File: src/rtl/data_memory_ctrl.sv
// -----------------------------------------------------------------------------
// data_memory_ctrl
//   Multi-cycle, byte-addressed data memory with a BUSYWAIT stall handshake.
//   A request seen in IDLE is latched, held in BUSY for LATENCY cycles, then
//   committed. DONE gives the datapath one cycle with BUSYWAIT low so that the
//   PC can advance past the memory instruction.
//
// Ports
//   CLK        in   system clock, all state updates on its rising edge
//   RESET      in   synchronous active-high reset (also clears the array)
//   READ       in   read request from the control unit
//   WRITE      in   write request from the control unit (wins over READ)
//   ADDRESS    in   word address (ALU result)
//   WRITEDATA  in   store data (register file OUT1)
//   READDATA   out  load data, registered, updated only on a read commit
//   BUSYWAIT   out  stall request to the control unit and PC
//   READ_COUNT  out [15:0] saturating read-commit count  (DMEM_STATS_EN only)
//   WRITE_COUNT out [15:0] saturating write-commit count (DMEM_STATS_EN only)
//
// Build option
//   DMEM_STATS_EN  define to add the READ_COUNT / WRITE_COUNT outputs.
//
// State | Meaning
// ------+------------------------------------------------------------------
// IDLE  | waiting for READ/WRITE; BUSYWAIT follows the request combinationally
// BUSY  | access in flight; cnt counts down, commit on the edge where cnt==0
// DONE  | one-cycle release with BUSYWAIT low; always returns to IDLE
// -----------------------------------------------------------------------------
module data_memory_ctrl #(
  parameter int ADDR_W  = 8,
  parameter int DATA_W  = 8,
  parameter int DEPTH   = 256,
  parameter int LATENCY = 5
) (
  input  logic              CLK,
  input  logic              RESET,
  input  logic              READ,
  input  logic              WRITE,
  input  logic [ADDR_W-1:0] ADDRESS,
  input  logic [DATA_W-1:0] WRITEDATA,
  output logic [DATA_W-1:0] READDATA,
`ifdef DMEM_STATS_EN
  output logic [15:0]       READ_COUNT,
  output logic [15:0]       WRITE_COUNT,
`endif
  output logic              BUSYWAIT
);

  typedef enum logic [1:0] {
    IDLE = 2'd0,
    BUSY = 2'd1,
    DONE = 2'd2
  } state_t;

  localparam logic [3:0] CNT_LOAD = 4'(LATENCY - 1);

  state_t            state;
  logic [3:0]        cnt;
  logic [ADDR_W-1:0] addr_q;
  logic [DATA_W-1:0] wdata_q;
  logic              op_write_q;
  logic [DATA_W-1:0] mem [DEPTH];

  // Combinational in IDLE so the requesting instruction stalls in its own cycle.
  assign BUSYWAIT = !RESET && (((state == IDLE) && (READ || WRITE)) || (state == BUSY));

  always_ff @(posedge CLK) begin
    if (RESET) begin
      state      <= IDLE;
      cnt        <= '0;
      READDATA   <= '0;
      addr_q     <= '0;
      wdata_q    <= '0;
      op_write_q <= 1'b0;
      for (int i = 0; i < DEPTH; i++) begin
        mem[i] <= '0;
      end
`ifdef DMEM_STATS_EN
      READ_COUNT  <= '0;
      WRITE_COUNT <= '0;
`endif
    end else begin
      case (state)
        IDLE: begin
          if (READ || WRITE) begin
            addr_q     <= ADDRESS;
            wdata_q    <= WRITEDATA;
            op_write_q <= WRITE;
            cnt        <= CNT_LOAD;
            state      <= BUSY;
          end
        end
        BUSY: begin
          if (cnt == 4'd0) begin
            if (op_write_q) begin
              mem[addr_q] <= wdata_q;
`ifdef DMEM_STATS_EN
              if (WRITE_COUNT != 16'hFFFF) WRITE_COUNT <= WRITE_COUNT + 16'd1;
`endif
            end else begin
              READDATA <= mem[addr_q];
`ifdef DMEM_STATS_EN
              if (READ_COUNT != 16'hFFFF) READ_COUNT <= READ_COUNT + 16'd1;
`endif
            end
            state <= DONE;
          end else begin
            cnt <= cnt - 4'd1;
          end
        end
        DONE: begin
          // Request lines are still held by the finishing instruction; ignore them.
          state <= IDLE;
        end
        default: begin
          state <= IDLE;
        end
      endcase
    end
  end

endmodule

File: config.mk
export PLATFORM = sky130hd
export DESIGN_NAME = data_memory_ctrl
export DESIGN_NICKNAME = d
export VERILOG_FILES = /design/src/rtl/data_memory_ctrl.sv
export SDC_FILE = /design/constraint.sdc
export NUM_CORES = 2
export LEC_CHECK = 0
export BUFFER_PORTS_ARGS = -buffer_cell sky130_fd_sc_hd__buf_2
export CORE_MARGIN = 8
export CORE_UTILIZATION = 40
export CTS_CLUSTER_DIAMETER = 30
export DETAILED_ROUTE_END_ITERATION = 16
export PLACE_DENSITY = 0.52
export SLEW_MARGIN = 0
export SYNTH_ARGS = -nofsm -noshare
export SYNTH_HDL_FRONTEND = slang
export SYNTH_SLANG_ARGS = --single-unit
File: constraint.sdc
create_clock -name CLK -period 3.1 [get_ports CLK]
set_input_delay 0.465 -clock CLK [delete_from_list [all_inputs] [get_ports CLK]]
set_output_delay 0.465 -clock CLK [all_outputs]
set_load 0.01 [all_outputs]
==> impl_metrics.ini <==
[place]
place_ws_ns = -0.2523
place_hpwl_microns = 204800
placed_cells = 9617
place_congestion = 0.8414
port_buffers = 28

[logic_synthesis]
synthArstFlopShare = 0
ys_top_cells_by_area = edfxtp_1, and3_1, mux4_2
synth_commonest_cells = and3_1, edfxtp_1, clkbuf_1, mux4_2, a21o_1
ys.flop_type = edfxtp_1
yosysTopAreaCellShare = 0.6311
ys_seq_area_frac = 0.6374
synth.avg_cell_area_sq_um = 14.67
yosysMostFrequentCell = and3_1
ys_types = 74
netlist_area_sq_mm = 0.09745
synth-edff-count = 2048
synth_largest_area_cell = edfxtp_1
synth_cells = 6644
ys_seq_elements = 2079
synth_nets = 6665
yosysWarnings = 0

[clocking]
cts_sinks = 2079
cts_buffers = 480
cts_root_buf = clkbuf_16
clk_pin_slew_ns = 0.05
clock_path_buffers = 4
htreeDepth = 5
clkLatencyLatePin_ns = 1.01
cts_tree = done

[timing]
fin_crit_ns = 3.126
rsz0062_at_grt = yes
timing.hold.ws_ns = 0.1068
drv_slew = 0
setup_ws_ns = -0.02640
tightestPinTransition_ns = 1.348
fin_crit_sh = 1.009
slew_headroom = 0.1010
finalClockSkew_ns = 0.1169
setup_viol = 1
fmax_mhz = 319.9
finalHoldViolCount = 0

[floorplanning]
die_h_microns = 509.6
core-area_sq_mm = 0.2428
io_pins = 29
rows = 181
dieArea_sq_mm = 0.2597
die_x_microns = 509.6
initial_core_util = 0.4014

[route]
ant_nets = 0
drt_first_pass_iters = 6
dr.first_iter.drc_count = 7648
vias = 63505
routed_wl_microns = 325500
remaining_drc_errors = 0
wl_per_cell_microns = 30.77
routed_via_density = 6.003

[worst_setup_path]
cp_max_fo = 40
worstSetupPathType = reg -> reg
critPathLaunchType = flop
max_stage_delay_ns = 0.49
arrival_ns = 4.00
required_ns = 3.97
cp_cell_sequence = buf_12 -> buf_12 -> mux4_2 -> nand2_1 -> a32oi_1 -> nand2_1 -> o211ai_1 -> o21ai_0 -> buf_4 -> a211oi_1
end_kind = flop
crit_slowest_cell = dfxtp_4
crit_family = compound AO/OA/AOI/OAI gates
crit_buf_inv = 3

[layout]
stdcell_count = 10578
syn_to_final_growth_pct = 26.05
fin_nets = 6990
drive_above_1_share = 0.2930

[global_route]
overflow = 0
grt_pass1_wl_microns = 467000
grt_max_degree = 150
antenna_found_initial = 17
first_global_vias = 63221
grtUsageTotal = 0.2442

[pwr]
leakage_nw = 53.00
p_total_mw = 93.63
vdd_ir_drop_max_v = 0.0006541
p_per_area_mw_per_mm2 = 762.2

[flow_run]
cap_violations = 0

[worst_hold_path]
hold_class = in -> reg

[status]
outcome = finished with violations
violations = setup timing
-- sequential cells by signal, indices dropped and copies added (netlist names) --
| signal | count |
|---|---|
| READDATA | 8 |
| mem | 2048 |
| state | 2 |
| wdata_q | 8 |
| op_write_q | 1 |
| addr_q | 8 |
| cnt | 4 |
-- worst reg2reg max path, delay by kind of cell, from the launching register on --
family	cells	cell delay, ns
simple gates	2	0.25
mux	1	0.39
compound gates	4	1.15
flops	1	0.49
buf+inv	3	0.76
-- what timing repair did --
item,4_1_cts,5_1_grt
setup endpoints to repair,400,1012
cloned,1,3
resized for setup,37,84
pin swaps,4,12
hold buffers,22,0
endpoints found under the hold margin,18,0
buffers inserted,10,37
-- layer usage --
metal | vias to the layer above | wire length [microns] | track usage
met3 | 543 | 26440 | 0.04801
met1 | 33194 | 138800 | 0.3470
li1 | 26932 | - | -
met4 | 2 | 10380 | 0.07774
met2 | 2834 | 149900 | 0.3801
met5 | - | 18 | 0
-- layout make-up --
type / count / area [sq um]
fill: 20002 / 119900
sequential: 2079 / 62170
multi-input combinational: 3612 / 31700
clock buffer: 537 / 12360
timing repair buffer: 787 / 8212
clock inverter: 345 / 4325
tap: 3202 / 4006
inverter: 9 / 43.79
antenna: 7 / 17.52
-- power by group --
group,leakage [nW],switching [mW],internal (mW)
logic,23.6,5.71,3.44
registers,21.4,0.613,31.9
clock network,8.04,16.1,35.9
total,53.0,22.4,71.2
-- cells by family after synthesis --
| logic type | Yosys count | synth area share |
|---|---|---|
| fa+ha+maj | 1 | 0.0001284 |
| xor+xnor | 2 | 0.0001798 |
| simple gates | 2406 | 0.1490 |
| mux | 663 | 0.1298 |
| compound gates | 540 | 0.04031 |
| buf+inv | 953 | 0.04307 |
| flops | 2079 | 0.6374 |
-- cells in the final DEF, fill, tap and decap left out, types with 44 or more instances in the layout --
cell type / synthesis / final
a21o_1: 256 / 218
edfxtp_1: 2048 / 2048
mux4_2: 472 / 473
clkinv_2: 0 / 80
nand3_1: 45 / 44
clkbuf_1: 737 / 50
bufinv_16: 0 / 91
mux2i_1: 174 / 165
clkinvlp_4: 0 / 48
clkbuf_16: 0 / 489
clkinv_1: 0 / 70
buf_4: 63 / 553
and3_1: 2055 / 2053
a21oi_1: 44 / 44
nand2_1: 160 / 156
a22oi_1: 51 / 49
buf_12: 2 / 159
-- worst paths after layout --
check	from	endpoint	slack (ns)	depth (start not counted)
worst max register to register	addr_q[3]	READDATA[6]	-0.03	10
worst min-delay path	READ	addr_q[2]	0.11	5
worst max-delay path	addr_q[3]	READDATA[6]	-0.03	10
worst min register to register	op_write_q	op_write_q	0.51	2
-- per-stage QoR --
step	setup TNS [ns]	util	cell area, sq um
after detailed placement	-3.529	0.4325	105000
final	-0.02640	0.5060	122800
after global routing	-0.3667	0.5059	122800
after floorplan	0	-	97450
after CTS	0	0.5033	122200
after global placement	-3.825	0.4325	105000
No activity file was read; power rests on OpenSTA's default activity.
